--- src/rtl/turf_trigger_dispatcher.sv ---
`default_nettype none
// ============================================================================
// Module      : turf_trigger_dispatcher
// Description : Upstream feeder of the SURF serial command interface.
//               Accepts trigger pulses and tags each one with a 32-bit event ID
//               and the next SURF digitizer buffer in strict round-robin order.
//               Accepted triggers are queued, and one start per event is issued
//               to the command interface. Buffer occupancy is tracked until
//               readout releases each buffer. A trigger that finds its buffer
//               still occupied is dropped and counted.
// Options     : DISPATCH_TIMEOUT_EN - adds a SEND-state watchdog that sets the
//               sticky timeout_o flag and forces the FSM on to GAP.
// Revision    : 1.0 - initial release
// ============================================================================
module turf_trigger_dispatcher #(
  parameter int NUM_BUFFERS = 4,   // fixed at 4 to match the 2-bit buffer field
  parameter int GAP_CYCLES  = 2,   // idle cycles between done and next start (1..15)
  parameter int TIMEOUT     = 63   // watchdog limit in cycles (DISPATCH_TIMEOUT_EN only)
) (
  input  logic        clk_i,
  input  logic        rst_n_i,
  input  logic        trig_i,
  input  logic        clear_i,
  input  logic [1:0]  clear_buf_i,
  input  logic        busy_i,
  input  logic        done_i,
  output logic        start_o,
  output logic [31:0] event_id_o,
  output logic [1:0]  buffer_o,
  output logic [3:0]  buf_busy_o,
  output logic [15:0] drop_cnt_o,
  output logic        timeout_o
);

  localparam int              QDEPTH     = NUM_BUFFERS;
  localparam logic [3:0]      c_GAP_LAST = 4'(GAP_CYCLES - 1);
  localparam logic [NUM_BUFFERS-1:0] c_ONE = {{(NUM_BUFFERS-1){1'b0}}, 1'b1};

  typedef enum logic [1:0] {
    ST_IDLE  = 2'd0,
    ST_START = 2'd1,
    ST_SEND  = 2'd2,
    ST_GAP   = 2'd3
  } state_t;

  // --------------------------------------------------------------------------
  // Allocation state
  // --------------------------------------------------------------------------
  logic [NUM_BUFFERS-1:0] buf_busy_q, buf_busy_d;
  logic [1:0]             ptr_q;
  logic [31:0]            event_ctr_q;
  logic [15:0]            drop_cnt_q;

  logic [NUM_BUFFERS-1:0] w_clear_mask;
  logic [NUM_BUFFERS-1:0] w_busy_cleared;
  logic                   w_trig_accept;
  logic                   w_trig_drop;

  // --------------------------------------------------------------------------
  // Event queue: {event_id[31:0], buffer[1:0]}
  // --------------------------------------------------------------------------
  logic [33:0] fifo_q [QDEPTH];
  logic [1:0]  wr_ptr_q;
  logic [1:0]  rd_ptr_q;
  logic [2:0]  count_q, count_d;
  logic        w_pop;

  // --------------------------------------------------------------------------
  // Dispatch FSM and command outputs
  // --------------------------------------------------------------------------
  state_t      state_q, state_d;
  logic [3:0]  gap_cnt_q, gap_cnt_d;
  logic        busy_prev_q;
  logic [31:0] event_id_q, event_id_d;
  logic [1:0]  buffer_q, buffer_d;

`ifdef DISPATCH_TIMEOUT_EN
  logic [7:0]  tmo_cnt_q, tmo_cnt_d;
  logic        timeout_q, timeout_d;
`else
  logic [7:0]  w_timeout_unused;
  assign w_timeout_unused = 8'(TIMEOUT);
`endif

  // Clear is applied before the trigger looks at the pointed-to buffer, so a
  // same-cycle release of that buffer lets the trigger through.
  always_comb begin
    w_clear_mask   = clear_i ? (c_ONE << clear_buf_i) : '0;
    w_busy_cleared = buf_busy_q & ~w_clear_mask;
    w_trig_accept  = trig_i & ~w_busy_cleared[ptr_q];
    w_trig_drop    = trig_i &  w_busy_cleared[ptr_q];
    buf_busy_d     = w_busy_cleared | (w_trig_accept ? (c_ONE << ptr_q) : '0);
  end

  // Allocation registers; counters advance only on an accepted trigger.
  always_ff @(posedge clk_i or negedge rst_n_i) begin
    if (!rst_n_i) begin
      buf_busy_q  <= '0;
      ptr_q       <= '0;
      event_ctr_q <= '0;
      drop_cnt_q  <= '0;
    end else begin
      buf_busy_q <= buf_busy_d;
      if (w_trig_accept) begin
        event_ctr_q <= event_ctr_q + 32'd1;
        ptr_q       <= ptr_q + 2'd1;
      end
      if (w_trig_drop && (drop_cnt_q != 16'hFFFF)) begin
        drop_cnt_q <= drop_cnt_q + 16'd1;
      end
    end
  end

  // Occupancy bounds the queue: every entry owns an allocated buffer, so a
  // push never meets a full queue.
  always_comb begin
    count_d = count_q + {2'b00, w_trig_accept} - {2'b00, w_pop};
  end

  // Queue storage and pointers; simultaneous push and pop both take effect.
  always_ff @(posedge clk_i or negedge rst_n_i) begin
    if (!rst_n_i) begin
      for (int i = 0; i < QDEPTH; i++) begin
        fifo_q[i] <= '0;
      end
      wr_ptr_q <= '0;
      rd_ptr_q <= '0;
      count_q  <= '0;
    end else begin
      if (w_trig_accept) begin
        fifo_q[wr_ptr_q] <= {event_ctr_q, ptr_q};
        wr_ptr_q         <= wr_ptr_q + 2'd1;
      end
      if (w_pop) begin
        rd_ptr_q <= rd_ptr_q + 2'd1;
      end
      count_q <= count_d;
    end
  end

  // Next-state and output decode for the dispatch FSM.
  always_comb begin
    state_d    = state_q;
    gap_cnt_d  = '0;
    w_pop      = 1'b0;
    start_o    = 1'b0;
    event_id_d = event_id_q;
    buffer_d   = buffer_q;
`ifdef DISPATCH_TIMEOUT_EN
    tmo_cnt_d  = tmo_cnt_q;
    timeout_d  = timeout_q;
`endif
    case (state_q)
      ST_IDLE: begin
        if ((count_q != 3'd0) && !busy_i) begin
          w_pop      = 1'b1;
          event_id_d = fifo_q[rd_ptr_q][33:2];
          buffer_d   = fifo_q[rd_ptr_q][1:0];
          state_d    = ST_START;
        end
      end
      ST_START: begin
        start_o = 1'b1;
        state_d = ST_SEND;
`ifdef DISPATCH_TIMEOUT_EN
        // START counts as the first watchdog cycle.
        tmo_cnt_d = 8'd1;
`endif
      end
      ST_SEND: begin
        // Completion is either an explicit done or a falling edge of busy.
        if (done_i || (busy_prev_q && !busy_i)) begin
          state_d = ST_GAP;
        end
`ifdef DISPATCH_TIMEOUT_EN
        else if (tmo_cnt_q == 8'(TIMEOUT - 1)) begin
          timeout_d = 1'b1;
          state_d   = ST_GAP;
        end else begin
          tmo_cnt_d = tmo_cnt_q + 8'd1;
        end
`endif
      end
      ST_GAP: begin
        if (gap_cnt_q == c_GAP_LAST) begin
          state_d = ST_IDLE;
        end else begin
          gap_cnt_d = gap_cnt_q + 4'd1;
        end
      end
      default: begin
        state_d = ST_IDLE;
      end
    endcase
  end

  // FSM state, gap counter, busy history and held command fields.
  always_ff @(posedge clk_i or negedge rst_n_i) begin
    if (!rst_n_i) begin
      state_q     <= ST_IDLE;
      gap_cnt_q   <= '0;
      busy_prev_q <= 1'b0;
      event_id_q  <= '0;
      buffer_q    <= '0;
`ifdef DISPATCH_TIMEOUT_EN
      tmo_cnt_q   <= '0;
      timeout_q   <= 1'b0;
`endif
    end else begin
      state_q     <= state_d;
      gap_cnt_q   <= gap_cnt_d;
      busy_prev_q <= busy_i;
      event_id_q  <= event_id_d;
      buffer_q    <= buffer_d;
`ifdef DISPATCH_TIMEOUT_EN
      tmo_cnt_q   <= tmo_cnt_d;
      timeout_q   <= timeout_d;
`endif
    end
  end

  assign event_id_o = event_id_q;
  assign buffer_o   = buffer_q;
  assign buf_busy_o = buf_busy_q;
  assign drop_cnt_o = drop_cnt_q;
`ifdef DISPATCH_TIMEOUT_EN
  assign timeout_o  = timeout_q;
`else
  assign timeout_o  = 1'b0;
`endif

endmodule
`default_nettype wire

--- config.mk ---
export PLATFORM = sky130hd
export DESIGN_NAME = turf_trigger_dispatcher
export DESIGN_NICKNAME = d
export VERILOG_FILES = /design/src/rtl/turf_trigger_dispatcher.sv
export SDC_FILE = /design/constraint.sdc
export NUM_CORES = 1
export LEC_CHECK = 0
export CORE_ASPECT_RATIO = 0.8
export CORE_MARGIN = 2
export CORE_UTILIZATION = 39
export CTS_CLUSTER_SIZE = 25
export DETAILED_ROUTE_END_ITERATION = 12
export GPL_TIMING_DRIVEN = 0
export SLEW_MARGIN = 30
export SYNTH_ARGS = -nofsm -noshare
export SYNTH_HDL_FRONTEND = slang
export SYNTH_SLANG_ARGS = --single-unit
--- constraint.sdc ---
create_clock -name clk_i -period 3.6 [get_ports clk_i]
set_input_delay 0.36 -clock clk_i [delete_from_list [all_inputs] [get_ports clk_i]]
set_output_delay 0.36 -clock clk_i [all_outputs]
set_load 0.02 [all_outputs]
# Word-level counts from Yosys, hierarchy flattened
# Index checks and enable logic that the tools add are counted.
# Widths: inputs -> output; s select.
[word_totals] word_cells=75 ff_bits=238 latchBits=0 romBits=0 mem_bits_rw=0 memories=0 output_inout_bits=56
[classes] multipliers=0 n_bitwise=8 n_reduce_logical=10 div_mod_pow=0 shift=2 eq_ne=8 n_addsub=8 n_mux=19 magnitude_cmp=4
[ops] cell="$bwmux 136" count=1
[ops] cell="$mux 34" count=3
[ops] cell="$bmux 34 s2" count=1
[ops] cell="$demux 34 s2" count=1
[ops] cell="$add 32x1->32 const B" count=1
[ops] cell="$add 16x1->16 const B" count=1
[ops] cell="$mux 4" count=4
[ops] cell="$ne 16x16->1 const B" count=1
[ops] cell="$pmux 2 s4" count=1
[ops] cell="$shl 1x2->4 const A" count=2
[ops] cell="$add 2x1->2 const B" count=3
[ops] cell="$ge 3x3->1 const B" count=2
[ops] cell="$mux 2" count=3
[ops] cell="$ne 2x2->1 const B" count=3
[ops] cell="$not 2->3" count=2
[ops] cell="$add 4x1->4 const B" count=1
[ops] cell="$and 4x4->4" count=1
[ops] cell="$eq 2x2->1 const B" count=2
[ops] cell="$eq 4x1->1 const B" count=1
[ops] cell="$logic_and 1x1->1" count=4
[ops] cell="$mux 1" count=4
[ops] cell="$not 4->4" count=1
[ops] cell="$or 4x4->4" count=1
[ops] cell="$add 3x1->3" count=1
[ops] cell="other kinds (13)" count=14

# Longest topological paths before layout
[depth] ltp_word=10 depth_mapped=13

# Worst setup path before layout
# OpenSTA, ideal clock, no wires.
[synth_path] path_kind="register to register" from="register state_q[0]" to="register count_q[2]" path_buffers=2 path_stages_with_launch=13 setup_ns=0.124 arrival_ns=2.620 path_slack_ns=0.856 path_cell_list="dfrtp_1 inv_1 ha_1 nor3b_1 clkbuf_1 buf_1 ha_1 inv_1 ha_1 inv_1 fa_1 xnor2_1 xnor2_1"
[synth_between] elab_chain_cells=3
[synth_rtl] element="from (decl)" line_no="71" text="state_t state_q, state_d;"
[synth_rtl] element="from (signal assigned)" line_no="210" text="state_q <= state_d;"
[synth_rtl] element="$logic_not 2->1" line_no="153" text="case (state_q)"
[synth_rtl] element="$mux 1" line_no="153"
[synth_rtl] element="named net w_pop" line_no="66" text="logic w_pop;"
[synth_rtl] element="$sub 3x1->3" line_no="117" text="count_d = count_q + {2'b00, w_trig_accept} - {2'b00, w_pop};"
[synth_rtl] element="named net count_d[2]" line_no="65" text="logic [2:0] count_q, count_d;"
[synth_rtl] element="to (signal assigned)" line_no="137" text="count_q <= count_d;"
[synth_rtl] element="to (decl)" line_no="65"
# The timed path passes the listed nets, and every way through them passes these cells.
# A chain may end at the register's enable or synchronous reset.

# Final worst setup path
# Ends and elaborated chain as after synthesis.

==> metrics.md <==
| Metric | Value |
|---|---|
| Vias per Instance | slightly below 5 |
| CTS Root Buffer Type | clkbuf_16 |
| Crit Path Max Fanout | 10 |
| Synth warn | 0 |
| Busiest grt layer | met1 |
| Clock-pin slew on the worst setup and hold paths | 0.06 ns |
| Pleak | 5.773 nW |
| Maximum clock rate | 0.3160 GHz |
| First-pass GRT wire length | 35,400 µm |
| Total GRT Usage | 15.34% |
| Worst EP required | about 4 ns |
| Diodes inserted | 0 |
| PortBufs | 62 |
| Met1 usage | 24.41% |
| Synthesis-stage register bit count | 238 |
| Setup_tns | 0 ns |
| Post-synthesis instance area | 0.01079 mm² |
| CTS buffer count | 25 |
| Most frequent cells in the layout | dfrtp_1, mux2_2, clkdlybuf4s50_1 |
| Netlist cell types | 49 |
| Largest net degree at the start of global routing | 83 |
| Bufs on Longest Clock Path | 3 |
| Crit path DAT | 3.56 ns |
| Final Core Density | 46.72% |
| Hold slack | 0.2222 ns |
| Die Y | between 150 and 200 µm |
| Min-Delay Path Class | primary input to asynchronous set/reset pin |
| H-tree Lvls | 1 |
| Post-synth EDFFs | 0 |
| Max cap viols | 0 |
| Nets | roughly 840 |
| Skew-Pair Late Insertion Delay | 0.52 ns |
| Synth Instances | 715 |
| Worst path top cell family by delay | buffers and inverters |
| Syn Nets | roughly 740 |
| Vias in the first global route | 6,134 |
| FP Rows | 54 |
| Worst rel slew slack | 40.90% |
| CTS Sinks | 238 |
| Detailed-route wire length per cell | 17.98 µm |
| Fin crit share | between 80% and 90% |
| Share of layout cells above drive strength 1 | 31.11% |
| Buf/Inv on CP | 5 |
| Final hold vios | 0 |
| DR vias | around 6,000 |
| GRT Residual Overflow | 0 |
| Global-route track usage on met3 | 2.441% |
| Final ANT Viol Nets | 0 |
| Share of the synthesized area in the top cell type | 55.22% |
| CTS tree | built |
| WS Path Type | flip-flop to flip-flop |
| Routed WL | roughly 21,000 µm |
| Status | completed |
| Area Overhead vs Synth | 17.95% |
| Initial antenna violation count | 0 |
| Peak supply drop | between 0.4 and 0.5 mV |
| Final Setup Violations | 0 |
| Avg Inst Size Synth | around 15 µm² |
| Cell chain of the critical path | inv_1, ha_1, nor3b_1, clkbuf_1, clkbuf_2, ha_1, inv_1, ha_1, inv_1, fa_1, xnor2_1, xnor2_1 |
| Met2 GRT Util | 21.85% |
| Total power density per cell area | 676.7 mW/mm² |
| Total power | 8.609 mW |
| Kind of start point of the critical path | flip-flop |
| Slowest cell on the critical path | clkbuf_1 |
| Core area | 0.02723 mm² |
| Post-synth ARST share | between 90% and 100% |
| Yosys top cell by area | dfrtp_1 |
| Unrepaired setup endpoints after global routing | false |
| # DRC | 0 |
| Crit. End Element | flip-flop |
| Iteration-0 DRC Markers | 267 |
| Gpl congestion | 0.7559 |
| Die W | 189.9 µm |
| Die Area | 0.02901 mm² |
| Main synth FF type | dfrtp_1 |
| Post-DP HPWL | roughly 14,000 µm |
| Clock Skews | roughly 0.014 ns |
| Post-synthesis sequential area ratio | 55.22% |
| Worst path max stage delay | 0.56 ns |
| Fin crit period | 3.164 ns |
| Top Ports | 64 |
| Commonest non-fill, non-tap cell in the layout | dfrtp_1 |
| Initial Util | 39.61% |
| Number of iterations in the first detailed-routing pass | 4 |
| Top cells by area, synth | dfrtp_1, mux2_2, mux2_4, mux4_2, xnor2_1 |
| Final Max Slew Viols | 0 |
| Worst-Margin Slew | 0.8865 ns |
-- routing by layer --
layer  up-vias  wire (µm)
li1       2757          -
met1      2993      11420
met2        86       8924
met3        27        670
met4         0        386
met5         -          0
-- cell families (layout without fill, tap and decap cells) --
family | count (synthesis) | after routing | synth area share (%)
compound gates | 23 | 23 | 1.961
xor+xnor | 51 | 51 | 4.142
fa+ha+maj | 19 | 19 | 2.274
buf+inv | 56 | 167 | 3.469
flops | 238 | 238 | 55.22
mux | 204 | 204 | 26.94
other cells | 1 | 1 | 0.03477
simple gates | 123 | 123 | 5.963
-- flip-flops by register name, indices dropped and copies added, names as in the netlist --
register,cells
buf_busy_o,4
buffer_o,2
busy_prev_q,1
count_q,3
drop_cnt_o,16
event_ctr_q,32
event_id_o,32
fifo_q,136
gap_cnt_q,4
ptr_q,2
rd_ptr_q,2
state_q,2
wr_ptr_q,2
-- stage by stage --
step	cell area, µm²	worst slack [ns]	std cells
final	12720	0.4357	1190
after detailed placement	11950	-0.05226	1144
after floorplan	10790	0.8560	715
after global routing	12720	0.1786	1190
after global placement	11860	-8.422	1141
after CTS	12720	0.08529	1190
-- worst register-to-register path, stage by stage (launching register included) --
cell	delay [ns]
dfrtp_1	0.41
inv_1	0.11
ha_1	0.19
nor3b_1	0.18
clkbuf_1	0.56
clkbuf_2	0.45
ha_1	0.30
inv_1	0.05
ha_1	0.13
inv_1	0.05
fa_1	0.37
xnor2_1	0.14
xnor2_1	0.12
-- worst paths after layout --
kind / startpoint / to / slack (ns) / cells after the start
setup / recovery: state_q[0]$_DFFE_PN0P_ / count_q[2]$_DFF_PN0_ / 0.44 / 12
hold / removal: rst_n_i / gap_cnt_q[3]$_DFF_PN0_ / 0.22 / 2
setup reg to reg: state_q[0]$_DFFE_PN0P_ / count_q[2]$_DFF_PN0_ / 0.44 / 12
hold reg to reg: fifo_q[5]$_DFFE_PN0P_ / fifo_q[5]$_DFFE_PN0P_ / 0.48 / 1
max in group asynchronous: rst_n_i / fifo_q[88]$_DFFE_PN0P_ / 2.37 / 4
min in group clk_i: busy_i / busy_prev_q$_DFF_PN0_ / 0.37 / 1
-- Yosys cell counts (all sizes together), types with 6 or more instances --
| master | instances |
|---|---|
| xor2 | 6 |
| nand4 | 16 |
| a22o | 6 |
| mux4 | 34 |
| dfrtp | 238 |
| nor2 | 11 |
| inv | 13 |
| clkbuf | 16 |
| mux2 | 170 |
| buf | 26 |
| ha | 18 |
| nor4 | 6 |
| nand2 | 36 |
| and3 | 7 |
| xnor2 | 45 |
| nand3 | 24 |
-- repair_timing --
item,4_1_cts,5_1_grt
setup buffers,0,0
hold endpoints to repair,79,0
resized for setup,0,1
hold buffers,1,0
endpoints found under the setup margin,0,1
-- report_power, final --
part | leakage, nW | switching, mW | internal [mW] | total [mW]
clock | 0.365 | 1.04 | 1.39 | 2.43
sequential | 3.20 | 0.288 | 3.11 | 3.39
combinational | 2.21 | 1.42 | 1.36 | 2.78
-- cell type report --
class | count | area [µm²]
multi-input combinational | 421 | 4456
tap | 364 | 455.4
timing repair buffer | 66 | 718.2
clock buffer | 41 | 735.7
clock inverter | 4 | 25.02
sequential | 238 | 5956
buffer | 42 | 322.8
fill | 2404 | 14510
inverter | 14 | 52.55
Note: power is estimated with default switching activity, not from simulation.
==> RTL change 1, RTL diff (same settings) <==
Encoding of `state_t`: now one-hot (4 bits for 4 states).
--- a/src/rtl/turf_trigger_dispatcher.sv
+++ b/src/rtl/turf_trigger_dispatcher.sv
@@ -37,9 +37,9 @@
   localparam logic [NUM_BUFFERS-1:0] c_ONE = {{(NUM_BUFFERS-1){1'b0}}, 1'b1};
 
-  typedef enum logic [1:0] {
-    ST_IDLE  = 2'd0,
-    ST_START = 2'd1,
-    ST_SEND  = 2'd2,
-    ST_GAP   = 2'd3
+  typedef enum logic [3:0] {
+    ST_IDLE  = 4'b0001,
+    ST_START = 4'b0010,
+    ST_SEND  = 4'b0100,
+    ST_GAP   = 4'b1000
   } state_t;
 
Formal check against the unedited RTL: no difference found for any inputs over 10 cycles, from zero or initial values and one cycle with rst_n_i low; not proved beyond that.
==> RTL change 1 against the original RTL <==
Setup slack improved by 30 ps; core utilization fell by 0.067 points; design area decreased by 0.64%; via count up 5.9%; die area fell by 1.2%; maximum frequency is 0.96% higher; area after synthesis fell by 1.2%; routed wire length increased by 2.1%; sequential cell count increased by 2; hold slack improved by 12 ps; total power rose by 5.8%; critical path type unchanged; largest power group unchanged; highest routed layer unchanged.
==> RTL change 1: results (changes against the original RTL) <==
{| class="wikitable"
! Metric !! Value
|-
| Static leakage || 0.00567 uW (-1.7%)
|-
| Post-synthesis register bit count || 240 (+0.84%)
|-
| Cell Area, Placed || 11800 um^2 (-1.0%)
|-
| All-layer global routing usage || 0.156 (+0.00244)
|-
| Shortest clock period the worst path allows after layout || 3130 ps (-29.9 ps)
|-
| Pin count of the biggest net entering global routing || 85 (+2.4%)
|-
| Count of distinct cell types in the synthesized netlist || 52 (+6.1%)
|-
| Area taken by flip-flops and latches || 6010 um^2 (+0.86%)
|-
| Share of total power in sequential cells || 0.404 (+0.010)
|-
| Total placed cells including tap cells || 1167 (+2.0%)
|-
| Post-detailed-routing wire length || 21800 um (+2.1%)
|-
| Fill cell total of the finished layout || 2379 (-1.0%)
|-
| Arrival time at the worst endpoint || 3570 ps (about the same)
|-
| Slowest cell on the critical path || sky130_fd_sc_hd__dfstp_2
|-
| Startpoint of the worst register-to-register path || state_q[0]
|-
| Layout cell share with drive strength beyond 1 || 0.312 (+0.00129)
|-
| Post-synth net total || 760 (+2.4%)
|-
| Cell internal pwr || 6200 uW (+5.8%)
|-
| GPL Wtd Cong || 0.755 (-0.11%)
|-
| Count of non-CTS inverters in the layout || 17 (+3)
|-
| Power in combinational cells || 2920 uW (+5%)
|-
| Clock network area share || 0.0632 (+0.00335)
|-
| Worst-Margin Slew || 927 ps (+40.8 ps)
|-
| Maximum clock skew at final layout || 9.13 ps (-5.14 ps)
|-
| Synth cell count leaders || 239 x sky130_fd_sc_hd__dfrtp_1, 147 x sky130_fd_sc_hd__mux2_2, 37 x sky130_fd_sc_hd__xnor2_1
|-
| Buffers excl. clock || 113 (+4.6%)
|-
| Highest ir drop seen on vdd || 0.398 mV (-6.9%)
|-
| Clock tree buffer count of the final layout || 37 (-9.8%)
|-
| Share of the synthesized area in the top cell type || 0.561 (+0.00909)
|-
| Status || finished, final reports clean
|-
| Top cell family by delay on the critical path || adder cells
|-
| Seq group || 3680 uW (+8.6%)
|-
| First-pass GRT wire length || 36000 um (+1.7%)
|-
| Multi-input gate share of total cell area || 0.345 (-0.00497)
|-
| Register-to-Register Path Depth || 11 (-1)
|-
| Final net count || 854 (+2.3%)
|-
| Total vias in the final route || 6206 (+5.9%)
|-
| R2R Setup Slk || 470 ps (+30 ps)
|}
==> RTL change 1: per-layer routing <==
metal | up-vias | share of wire | global-route usage
li1 | 2856 | - | -
met1 | 3218 | 0.50 | 0.242
met2 | 101 | 0.45 | 0.234
met3 | 31 | 0.036 | 0.0222
met4 | 0 | 0.016 | 0.0298
met5 | - | 0 | 0
==> RTL change 1: kinds of logic after synthesis <==
| logic type | after synthesis | synth area share |
|---|---|---|
| flops | 240 | 0.564 |
| mux | 209 | 0.257 |
| simple gates | 140 | 0.0797 |
| buf+inv | 63 | 0.0267 |
| xor+xnor | 51 | 0.0419 |
| compound gates | 18 | 0.0124 |
| fa+ha+maj | 15 | 0.0183 |
| other cells | 1 | 0.000352 |
==> RTL change 1: timing repair <==
| action | CTS | global route |
|---|---|---|
| hold buffers | 1 | 0 |
| buffers inserted | 0 | 0 |
| hold endpoints to repair | 167 | 0 |
==> RTL change 2, RTL diff (same settings) <==
Made on the original files. The option `DISPATCH_TIMEOUT_EN` is turned on by a define.
--- a/src/rtl/turf_trigger_dispatcher.sv
+++ b/src/rtl/turf_trigger_dispatcher.sv
@@ -13,4 +13,6 @@
 // Revision    : 1.0 - initial release
 // ============================================================================
+`define DISPATCH_TIMEOUT_EN
+
 module turf_trigger_dispatcher #(
   parameter int NUM_BUFFERS = 4,   // fixed at 4 to match the 2-bit buffer field
Function: same outputs for any inputs over 10 cycles, from zero or initial values and one cycle with rst_n_i low; that may be too few to reach the edited logic, so the function may still have changed.
==> RTL change 2 against the original RTL <==
Non-clock buffer count up 8; die area is 4.1% higher; setup slack improved by 43 ps; via count rose by 11%; design area up 4.9%; maximum frequency increased by 1.4%; clock skew shrank 4.6 ps; critical path depth fell by 1; sequential cell count up 9; largest power group unchanged; total power up 7.4%; routed wire length grew 2.8%; first-iteration DRC count decreased by 10%; area after synthesis is 4.2% higher; combinational power rose by 4%.
==> RTL change 2: results (changes against the original RTL) <==
{| class="wikitable"
! Metric !! Value
|-
| Static leakage || 0.00616 uW (+6.7%)
|-
| Met3 Wirelength || 802 um (+20%)
|-
| Post-DP HPWL || 14500 um (+4.8%)
|-
| All-layer global routing usage || 0.152 (-0.00175)
|-
| Status || finished, final reports clean
|-
| Worst-Margin Slew || 826 ps (-60.4 ps)
|-
| Maximum clock skew at final layout || 9.66 ps (-4.61 ps)
|-
| Worst setup slack before clock tree synthesis || -185 ps (-133 ps)
|-
| GR Layer Usage met3 || 0.0244 (about the same)
|-
| Total placed cells including tap cells || 1219 (+6.6%)
|-
| Buffers added on ports || 63 (+1.6%)
|-
| Highest ir drop seen on vdd || 0.398 mV (-7.0%)
|-
| Number of cells in the finished layout apart from fillers || 1268 (+6.6%)
|-
| Number of clock buffers inserted by TritonCTS || 26 (+4.0%)
|-
| Fraction of power consumed by combinational cells || 0.311 (-0.012)
|-
| Sequential fraction of the synthesis area || 0.550 (-0.00246)
|-
| Met1 Use GR || 0.230 (-0.0136)
|-
| Synth cell count leaders || 247 x sky130_fd_sc_hd__dfrtp_1, 122 x sky130_fd_sc_hd__mux2_1, 54 x sky130_fd_sc_hd__mux2_2
|-
| Routed metal-1 wirelength || 11300 um (-0.96%)
|-
| Final net count || 907 (+8.6%)
|-
| Count of distinct cell types in the synthesized netlist || 52 (+6.1%)
|-
| Post-synthesis xor/xnor area fraction || 0.0405 (-0.000908)
|-
| Mux cell area share after synthesis || 0.245 (-0.0241)
|-
| Clock power frac || 0.302 (+0.020)
|-
| First-pass GRT wire length || 37200 um (+5.1%)
|-
| Post-synth net total || 812 (+9.4%)
|-
| Adder and majority cell fraction of the synthesized area || 0.0240 (+0.00130)
|-
| Compound-Gate Fraction of Synth Area || 0.0207 (+0.00109)
|}
RTL change 2: changes by cell type in the layout (fill, tap and decap cells not counted), moves of 8 or more:
cell                      delta
sky130_fd_sc_hd__and3_1      +8
sky130_fd_sc_hd__dfrtp_1     +9
sky130_fd_sc_hd__buf_8      +10
sky130_fd_sc_hd__nand4_1     +9
sky130_fd_sc_hd__mux2_4     -60
sky130_fd_sc_hd__nand2_1    -12
sky130_fd_sc_hd__mux2_1    +102
sky130_fd_sc_hd__xnor2_1     -8
sky130_fd_sc_hd__mux2_2     -36
sky130_fd_sc_hd__nand3_1    +12
sky130_fd_sc_hd__xor2_1      +9
RTL change 2: layout make-up:
class	count	area [um^2]
Fill cell	2563	15000
Clock inverter	9	97.6
Clock buffer	39	811
Buffer	49	367
Multi-Input combinational cell	472	4640
Sequential cell	247	6180
Inverter	15	56.3
Timing Repair Buffer	67	728
Tap cell	370	463
